<file path="config.mk">
export PLATFORM = sky130hd
export DESIGN_NAME = multicycle_control
export DESIGN_NICKNAME = d
export VERILOG_FILES = /design/src/rtl/ctrl_pkg.sv /design/src/rtl/alu_decoder.sv /design/src/rtl/multicycle_control.sv
export SDC_FILE = /design/constraint.sdc
export NUM_CORES = 1
export LEC_CHECK = 0
export BUFFER_PORTS_ARGS = -buffer_cell sky130_fd_sc_hd__clkbuf_2
export CELL_PAD_IN_SITES_DETAIL_PLACEMENT = 1
export CELL_PAD_IN_SITES_GLOBAL_PLACEMENT = 1
export CORE_MARGIN = 5
export CORE_UTILIZATION = 33
export DETAILED_ROUTE_END_ITERATION = 7
export PLACE_DENSITY = 0.75
export RECOVER_POWER = 50
export SLEW_MARGIN = 20
export SYNTH_ARGS = -nofsm -noshare
export SYNTH_HDL_FRONTEND = slang
export SYNTH_HIERARCHICAL = 1
export SYNTH_SLANG_ARGS = --single-unit
</file>
<file path="constraint.sdc">
create_clock -name clk -period 1.5 [get_ports clk]
set_input_delay 0.075 -clock clk [delete_from_list [all_inputs] [get_ports clk]]
set_output_delay 0.075 -clock clk [all_outputs]
set_load 0.01 [all_outputs]
</file>
<file path="src/rtl/ctrl_pkg.sv">
// Shared definitions for the multicycle controller: ALU codes, opcode and
// funct constants, FSM state encoding and the per-state Moore output table.
package ctrl_pkg;

    typedef logic [3:0] alu_code_t;

    localparam alu_code_t ALU_AND = 4'b0000;
    localparam alu_code_t ALU_OR  = 4'b0001;
    localparam alu_code_t ALU_ADD = 4'b0010;
    localparam alu_code_t ALU_SUB = 4'b0110;
    localparam alu_code_t ALU_SLT = 4'b0111;
    localparam alu_code_t ALU_NOR = 4'b1100;

    localparam logic [5:0] OP_RTYPE = 6'b000000;
    localparam logic [5:0] OP_ADDI  = 6'b001000;
    localparam logic [5:0] OP_LW    = 6'b100011;
    localparam logic [5:0] OP_SW    = 6'b101011;
    localparam logic [5:0] OP_BEQ   = 6'b000100;
    localparam logic [5:0] OP_J     = 6'b000010;

    localparam logic [5:0] FN_ADD = 6'b100000;
    localparam logic [5:0] FN_SUB = 6'b100010;
    localparam logic [5:0] FN_AND = 6'b100100;
    localparam logic [5:0] FN_OR  = 6'b100101;
    localparam logic [5:0] FN_NOR = 6'b100111;
    localparam logic [5:0] FN_SLT = 6'b101010;

    typedef enum logic [3:0] {
        S_FETCH  = 4'd0,
        S_DECODE = 4'd1,
        S_EXEC_R = 4'd2,
        S_EXEC_I = 4'd3,
        S_ADDR   = 4'd4,
        S_MEM_RD = 4'd5,
        S_MEM_WR = 4'd6,
        S_WB_R   = 4'd7,
        S_WB_I   = 4'd8,
        S_WB_MEM = 4'd9,
        S_BR     = 4'd10,
        S_JMP    = 4'd11,
        S_HALT   = 4'd12
    } state_t;

    // br marks the branch state; the actual pc_write is qualified by zero
    typedef struct packed {
        logic pc_write;
        logic mem_read;
        logic mem_write;
        logic reg_write;
        logic reg_dst;
        logic alu_src;
        logic mem_to_reg;
        logic sign_ext_sel;
        logic busy;
        logic br;
    } ctrl_t;

    function automatic ctrl_t moore_outputs(input state_t s);
        ctrl_t o;
        o = '0;
        case (s)
            S_FETCH:  o.mem_read = 1'b1;
            S_DECODE: o.busy = 1'b1;
            S_EXEC_R: o.busy = 1'b1;
            S_EXEC_I, S_ADDR: begin
                o.alu_src      = 1'b1;
                o.sign_ext_sel = 1'b1;
                o.busy         = 1'b1;
            end
            S_MEM_RD: begin
                o.mem_read = 1'b1;
                o.busy     = 1'b1;
            end
            S_MEM_WR: begin
                o.mem_write = 1'b1;
                o.busy      = 1'b1;
            end
            S_WB_R: begin
                o.reg_write = 1'b1;
                o.reg_dst   = 1'b1;
                o.busy      = 1'b1;
            end
            S_WB_I: begin
                o.reg_write = 1'b1;
                o.busy      = 1'b1;
            end
            S_WB_MEM: begin
                o.reg_write  = 1'b1;
                o.mem_to_reg = 1'b1;
                o.busy       = 1'b1;
            end
            S_BR: begin
                o.br   = 1'b1;
                o.busy = 1'b1;
            end
            S_JMP: begin
                o.pc_write = 1'b1;
                o.busy     = 1'b1;
            end
            default: o = '0;
        endcase
        return o;
    endfunction

endpackage

</file>
<file path="src/rtl/alu_decoder.sv">
// Combinational funct-to-ALU-code mapping for R-type instructions.
// Unknown funct values fall back to ADD and are flagged so write-back can be
// suppressed.
module alu_decoder
    import ctrl_pkg::*;
(
    input  logic [5:0] funct,
    output alu_code_t  alu_code,
    output logic       funct_ok
);

    // Map funct to ALU operation, defaulting to ADD for unlisted codes
    always_comb begin
        alu_code = ALU_ADD;
        funct_ok = 1'b1;
        case (funct)
            FN_ADD:  alu_code = ALU_ADD;
            FN_SUB:  alu_code = ALU_SUB;
            FN_AND:  alu_code = ALU_AND;
            FN_OR:   alu_code = ALU_OR;
            FN_NOR:  alu_code = ALU_NOR;
            FN_SLT:  alu_code = ALU_SLT;
            default: funct_ok = 1'b0;
        endcase
    end

endmodule

</file>
<file path="src/rtl/multicycle_control.sv">
// Multicycle MIPS-style control unit. Moore FSM whose outputs are registered
// alongside the state; only the fetch-completion pulse and the taken-branch
// pc_write are qualified by the live mem_ready / zero inputs, so the writes
// land on the edge that completes them.
// Optional build macro: CTRL_ILLEGAL_TRAP_EN -- undefined opcodes trap into
// HALT with a sticky illegal flag instead of being treated as NOPs.
module multicycle_control
    import ctrl_pkg::*;
#(
    parameter int ALU_CTRL_W = 4
) (
    input  logic                  clk,
    input  logic                  reset,
    input  logic [5:0]            opcode,
    input  logic [5:0]            funct,
    input  logic                  zero,
    input  logic                  mem_ready,
    output logic [ALU_CTRL_W-1:0] alu_ctrl,
    output logic                  pc_write,
    output logic                  ir_write,
    output logic                  mem_read,
    output logic                  mem_write,
    output logic                  reg_write,
    output logic                  reg_dst,
    output logic                  alu_src,
    output logic                  mem_to_reg,
    output logic                  sign_ext_sel,
    output logic                  busy,
    output logic                  illegal
);

`ifdef CTRL_ILLEGAL_TRAP_EN
    localparam state_t UNDEF_NEXT = S_HALT;
`else
    localparam state_t UNDEF_NEXT = S_FETCH;
`endif

    state_t                  state, state_n;
    ctrl_t                   ctl_q, ctl_n;
    alu_code_t               dec_code, alu_n;
    logic                    funct_ok;
    logic                    fetch_ack;
    logic [ALU_CTRL_W-1:0]   alu_ctrl_q;

    alu_decoder u_alu_decoder (
        .funct    (funct),
        .alu_code (dec_code),
        .funct_ok (funct_ok)
    );

    // The first FETCH cycle after reset has mem_read low, so a stray
    // mem_ready there is not mistaken for a completed fetch.
    assign fetch_ack = (state == S_FETCH) && ctl_q.mem_read && mem_ready;

    // Next-state selection
    always_comb begin
        state_n = state;
        case (state)
            S_FETCH:  if (fetch_ack) state_n = S_DECODE;
            S_DECODE: begin
                case (opcode)
                    OP_RTYPE:     state_n = S_EXEC_R;
                    OP_ADDI:      state_n = S_EXEC_I;
                    OP_LW, OP_SW: state_n = S_ADDR;
                    OP_BEQ:       state_n = S_BR;
                    OP_J:         state_n = S_JMP;
                    default:      state_n = UNDEF_NEXT;
                endcase
            end
            S_EXEC_R: state_n = S_WB_R;
            S_EXEC_I: state_n = S_WB_I;
            S_ADDR:   state_n = (opcode == OP_LW) ? S_MEM_RD : S_MEM_WR;
            S_MEM_RD: if (mem_ready) state_n = S_WB_MEM;
            S_MEM_WR: if (mem_ready) state_n = S_FETCH;
            S_WB_R, S_WB_I, S_WB_MEM, S_BR, S_JMP: state_n = S_FETCH;
            S_HALT:   state_n = S_HALT;
            default:  state_n = S_FETCH;
        endcase
    end

    // Outputs for the state being entered, so they are ready as a register
    always_comb begin
        ctl_n = moore_outputs(state_n);
        if (state_n == S_WB_R && !funct_ok) ctl_n.reg_write = 1'b0;
        case (state_n)
            S_EXEC_R, S_WB_R: alu_n = dec_code;
            S_EXEC_I, S_ADDR: alu_n = ALU_ADD;
            S_BR:             alu_n = ALU_SUB;
            default:          alu_n = ALU_AND;
        endcase
    end

    // State and registered outputs; reset forces FETCH with everything low
    always_ff @(posedge clk) begin
        if (reset) begin
            state      <= S_FETCH;
            ctl_q      <= '0;
            alu_ctrl_q <= '0;
        end else begin
            state      <= state_n;
            ctl_q      <= ctl_n;
            alu_ctrl_q <= ALU_CTRL_W'(alu_n);
        end
    end

`ifdef CTRL_ILLEGAL_TRAP_EN
    logic illegal_q;

    // Sticky trap flag, cleared only by reset
    always_ff @(posedge clk) begin
        if (reset) illegal_q <= 1'b0;
        else if (state_n == S_HALT) illegal_q <= 1'b1;
    end

    assign illegal = illegal_q;
`else
    assign illegal = 1'b0;
`endif

    assign alu_ctrl     = alu_ctrl_q;
    assign pc_write     = fetch_ack | ctl_q.pc_write | (ctl_q.br & zero);
    assign ir_write     = fetch_ack;
    assign mem_read     = ctl_q.mem_read;
    assign mem_write    = ctl_q.mem_write;
    assign reg_write    = ctl_q.reg_write;
    assign reg_dst      = ctl_q.reg_dst;
    assign alu_src      = ctl_q.alu_src;
    assign mem_to_reg   = ctl_q.mem_to_reg;
    assign sign_ext_sel = ctl_q.sign_ext_sel;
    assign busy         = ctl_q.busy | fetch_ack;

endmodule

</file>
# After elaboration in Yosys (flattened, before gate mapping)
# Cells that the tools add are included.
# word_totals
mem_bits_rw,0
word_cells,77
input_bits,16
reg_bits,17
mem_count,0
mem_bits_ro,0
latch_bits,0
# op_classes
magnitude_cmp,0
bitwise,4
n_reduce_logical,15
div,0
shift,0
n_eq_ne,29
n_mul,0
muxes,18
n_addsub,0
# op_table
op,n
equality test 6 bit (second input constant),8
case mux 4 bit (5 select lines),2
case mux 4 bit (8 select lines),1
equality test 4 x 3 -> 1 bit (second input constant),7
equality test 4 bit (second input constant),5
equality test 4 x 2 -> 1 bit (second input constant),4
two-way mux 4 bit,3
case mux 4 bit (3 select lines),1
OR reduction 11 bit,1
two-way mux 1 bit,10
OR reduction 2 bit,5
equality test 4 x 1 -> 1 bit (second input constant),2
zero test 4 bit,2
equality test 6 x 2 -> 1 bit (second input constant),1
equality test 6 x 3 -> 1 bit (second input constant),1
equality test 6 x 4 -> 1 bit (second input constant),1
zero test 6 bit,1
OR reduction 6 bit,1
logical AND 1 bit,3
bitwise OR 1 bit,3
OR reduction 3 bit,1
two-way mux 2 bit,1
AND 1 bit,1
zero test 1 bit,1

# Longest topological paths before layout
# depth
ltp_word,8
depth_mapped,6
ltp_nobuf,5

# Cells and area by module
# Netlist, hierarchy kept.
# by_module_without_submodules
mod,cells_each,area_each_um2,seq_area_each_um2,instances
multicycle_control,100,912.1,340.3,1
alu_decoder,14,118.9,0.0,1

# Worst setup path after synthesis
# No wires, ideal clock.
# synth_timing
path_kind,flip-flop to flip-flop
from,reg state[3]
to,reg ctl_q[1] in the netlist's numbering
setup_slack_ns,-0.198
t_arrival_ns,1.610
path_stages_with_launch,7
setup_time_ns,0.088
cell_sequence,dfxtp_1 -> buf_2 -> nor4b_2 -> a41oi_1 -> o41a_4 -> and2_4 -> a311oi_2
# synth_via
elab_chain_len,8
elab_cells_between_ends,27
cone_classes,eq/ne: 18; mux: 5; reduce/logical: 4
# synth_rtl
item,line,source
"start, declared",multicycle_control.sv:38,"state_t state, state_n;"
"start signal, assigned",multicycle_control.sv:100,state <= state_n;
zero test 4 bit,"multicycle_control.sv:53, multicycle_control.sv:58",
logical AND 1 bit (2 in a row),multicycle_control.sv:53,assign fetch_ack = (state == S_FETCH) && ctl_q.mem_read && mem_ready;
two-way mux 4 bit,multicycle_control.sv:59,S_FETCH: if (fetch_ack) state_n = S_DECODE;
case mux 4 bit (8 select lines) *,multicycle_control.sv:58,case (state)
"equality test 4 x 3 -> 1 bit, or another cell as far along",ctrl_pkg.sv:61,case (s)
OR reduction 11 bit (no source line) *,--,
two-way mux 1 bit *,ctrl_pkg.sv:61,
"end signal, assigned",multicycle_control.sv:101,ctl_q <= ctl_n;
"end, declared",multicycle_control.sv:39,"ctrl_t ctl_q, ctl_n;"
# Every way passes the cells marked *; elsewhere a longest branch is shown, timed or not.
# A chain may end at the register's enable or synchronous reset.

# Worst setup path after layout
# layout_timing
from,reg state[2]
to,reg ctl_q (netlist bit mem_read)
# layout_via
elab_chain_len,8
elab_cells_between_ends,18
cone_classes,eq/ne: 8; mux: 5; reduce/logical: 5
# layout_rtl
item,line
zero test 4 bit,"multicycle_control.sv:53, multicycle_control.sv:58"
logical AND 1 bit (2 in a row),multicycle_control.sv:53
two-way mux 4 bit,multicycle_control.sv:59
case mux 4 bit (8 select lines) *,multicycle_control.sv:58
equality test 4 x 3 -> 1 bit or zero test 4 bit (tied branches),ctrl_pkg.sv:61
OR reduction 2 bit (no source line) *,--
two-way mux 1 bit *,ctrl_pkg.sv:61
# Marked as above.

==> summary.txt <==
Timing
  • RSZ-0062 raised after global routing: yes
  • Tcrit/Tclk final: 1.15
  • Fin. Hold Viols: 0
  • Final setup violation count: 12
  • Tmin final: around 1700 ps
  • Max-slew violations: 0
  • Fmax: 579 MHz
  • Slew headroom: 0.657
  • Final WS setup: -226 ps
  • Clock Skew: 5.45 ps
  • Worst-Margin Slew: roughly 500 ps

CTS
  • CTS tree: yes
  • Inserted Clock Buffers: 3
  • CTS hold repair buffers: 0
  • Clk root buf: clkbuf_4
  • Sink Count: 17
  • Clk buf depth: 2
  • Clock-pin slew on the worst setup and hold paths: 110 ps
  • Clk_lat worst skew: 320 ps
  • # H-tree levels: 1

Power
  • Leakage: 0.657 nW
  • Peak supply drop: approximately 0.00043 V
  • Power Density: approximately 1300 nW/um^2

Logic synthesis
  • Synthesis-stage register bit count: 17
  • Syn Nets: 130
  • Syn Std Cell Area: a little over 1000 sq um
  • Sequential fraction of the synthesis area: 0.330
  • Syn_area_per_cell: between 9 and 10 sq um
  • Synthesis warning total: 6
  • Ys async rst share: 0
  • Syn Inst Count: around 110
  • Post-synth EDFFs: 0
  • Ys flop type: dfxtp_1
  • Number of distinct library cells after synthesis: 51

Setup path
  • Crit-path max FO: 6
  • Req. time, crit path: 1720 ps
  • R2R Path Start: state[2]$_SDFF_PP0_
  • Critical path data arrival time: slightly below 2000 ps
  • Setup crit start kind: register
  • Critical path class: reg2reg
  • Crit Reg-Reg Endpoint: mem_read$_SDFF_PP0_
  • R2R depth: 5
  • CP endpoint kind: register
  • R2R setup slack: -230 ps

Floorplanning
  • Die Y: about 66 um
  • Die Wd: roughly 66 um
  • Die area: ~4300 sq um
  • Core Footprint: slightly above 3000 sq um
  • Starting Density: 0.340
  • IO Pins: 31
  • Row cnt: 20

Finish
  • Register area: around 360 sq um
  • Commonest non-fill, non-tap cell in the layout: buf_4
  • Fillers: between 300 and 400
  • Core Util, Final: 0.529
  • Commonest non-fill, non-tap cells in the layout: 23 x buf_4, 18 x clkbuf_2, 13 x dfxtp_1, 8 x nor2_1, 8 x clkbuf_1
  • Nets: 185
  • ANT cells: 0
  • Area Growth Syn to Fin: 55.5%
  • Layout cells sized above 1: 0.536
  • Multi-input logic area: between 700 and 800 sq um

Detailed routing
  • First-pass DRT Iterations: 4
  • Routed vias: between 1k and 1.5k
  • DRC errors left: 0
  • Routed wire length: between 3 and 4 mm
  • Vias per cell: 5.20
  • Antenna-violating nets left: 0
  • Initial detailed-routing violation count: between 40 and 50
  • Wire length per cell: around 18 um

Min path
  • Hold Crit Start: opcode[4]
  • Min-Delay Path Class: in2reg
  • Hold Path Depth: 4
  • Hold endpoint: sign_ext_sel$_SDFF_PP0_

Global route
  • Number of global-route vias before repair: approximately 1.2k
  • First-pass GRT wire length: approximately 5.8 mm
  • Antenna violations before repair: 0
  • All-Layer GR Usage: 0.178
  • Largest net degree at the start of global routing: 16
  • GR Overflow Total: 0

Placement
  • Post-DP HPWL: approximately 2.7 mm
  • DP Worst Slack: -198 ps
  • RePlAce Congestion: between 0.8 and 0.9
  • Number of I/O port buffers: 29

Run status
  • Outcome: finished, violations left
  • Failing checks: negative setup slack

Flow run
  • Max_cap viols: 0
==> area by class of cell <==
class | instances | share of cell area
multi-input cells | 87 | 0.493
repair buffers | 57 | 0.227
flip-flops and latches | 17 | 0.222
well taps | 44 | 0.0343
clock buffers | 3 | 0.0141
inverters | 3 | 0.00703
clock inverters | 1 | 0.00312
==> Yosys cell counts (all sizes together) (2+ instances only) <==
library cell	n	area, sq um
nand4bb	2	22.5
nor3b	3	22.5
and3b	3	26.3
dfxtp	17	340
buf	4	25.0
inv	3	11.3
nand2	4	15.0
and4bb	2	25.0
and3	3	18.8
nor2	11	41.3
a21oi	8	40.0
nand2b	3	18.8
a31oi	2	12.5
o21ai	2	10.0
nor2b	4	25.0
clkbuf	3	13.8
nor3	6	40.0
xor2	2	17.5
nor4b	5	65.1
or2	2	12.5
a211oi	2	20.0
nand4	3	18.8
==> layer usage <==
layer  part of all wire  up-vias  GRT usage
met1               0.41      538      0.190
met4              0.027        0     0.0751
met3              0.025        7     0.0221
li1                   -      535          -
met5                  0        -          0
met2               0.54       22      0.343
==> cell families after synthesis <==
family,count (synthesis),synth area share
simple gates,60,0.413
buf+inv,10,0.0485
xor+xnor,3,0.0255
compound gates,22,0.169
flops,17,0.330
mux,1,0.0109
other cells,1,0.00364
==> how the worst max path moves through the flow <==
stage	from	end	slack, ps
2_1_floorplan	state[0]$_SDFF_PP0_	mem_read$_SDFF_PP0_	-120
3_3_place_gp	state[0]$_SDFF_PP0_	alu_ctrl[3]$_SDFF_PP0_	-170
3_5_place_dp	state[0]$_SDFF_PP0_	mem_read$_SDFF_PP0_	-200
4_1_cts	state[2]$_SDFF_PP0_	alu_ctrl[0]$_SDFF_PP0_	-190
5_1_grt	state[2]$_SDFF_PP0_	ctl_q[1]$_SDFF_PP0_	-270
6_report	state[2]$_SDFF_PP0_	mem_read$_SDFF_PP0_	-230
==> what timing repair did <==
| item | CTS | global route |
|---|---|---|
| pin swaps | 7 | 12 |
| resized for setup | 19 | 24 |
| buffers inserted | 3 | 3 |
| endpoints found under the setup margin | 14 | 17 |
==> per-stage QoR <==
stage	hold WS (ps)	instance area (sq um)	power (W)	instances	setup TNS [ps]
after floorplan	143	1070	0.00120	114	-539
final	122	1600	0.00214	212	-1700
after detailed placement	464	1390	0.00160	203	-1270
after CTS	137	1500	0.00197	210	-1320
after global placement	463	1390	0.00155	203	-946
after global routing	130	1600	0.00226	212	-2470
==> critical path, stage by stage (launching register included) <==
cell	delay [ps]
dfxtp_4	380
and4bb_2	360
nor2_4	60
o41a_4	480
xnor2_1	140
and4b_1	200
==> power by group <==
group / switching (W) / internal, W / total [W]
registers: 0.0000600 / 0.000534 / 0.000594
logic: 0.000660 / 0.000620 / 0.00128
clock network: 0.000169 / 0.000100 / 0.000269
Power figures use the tool's default switching activity.
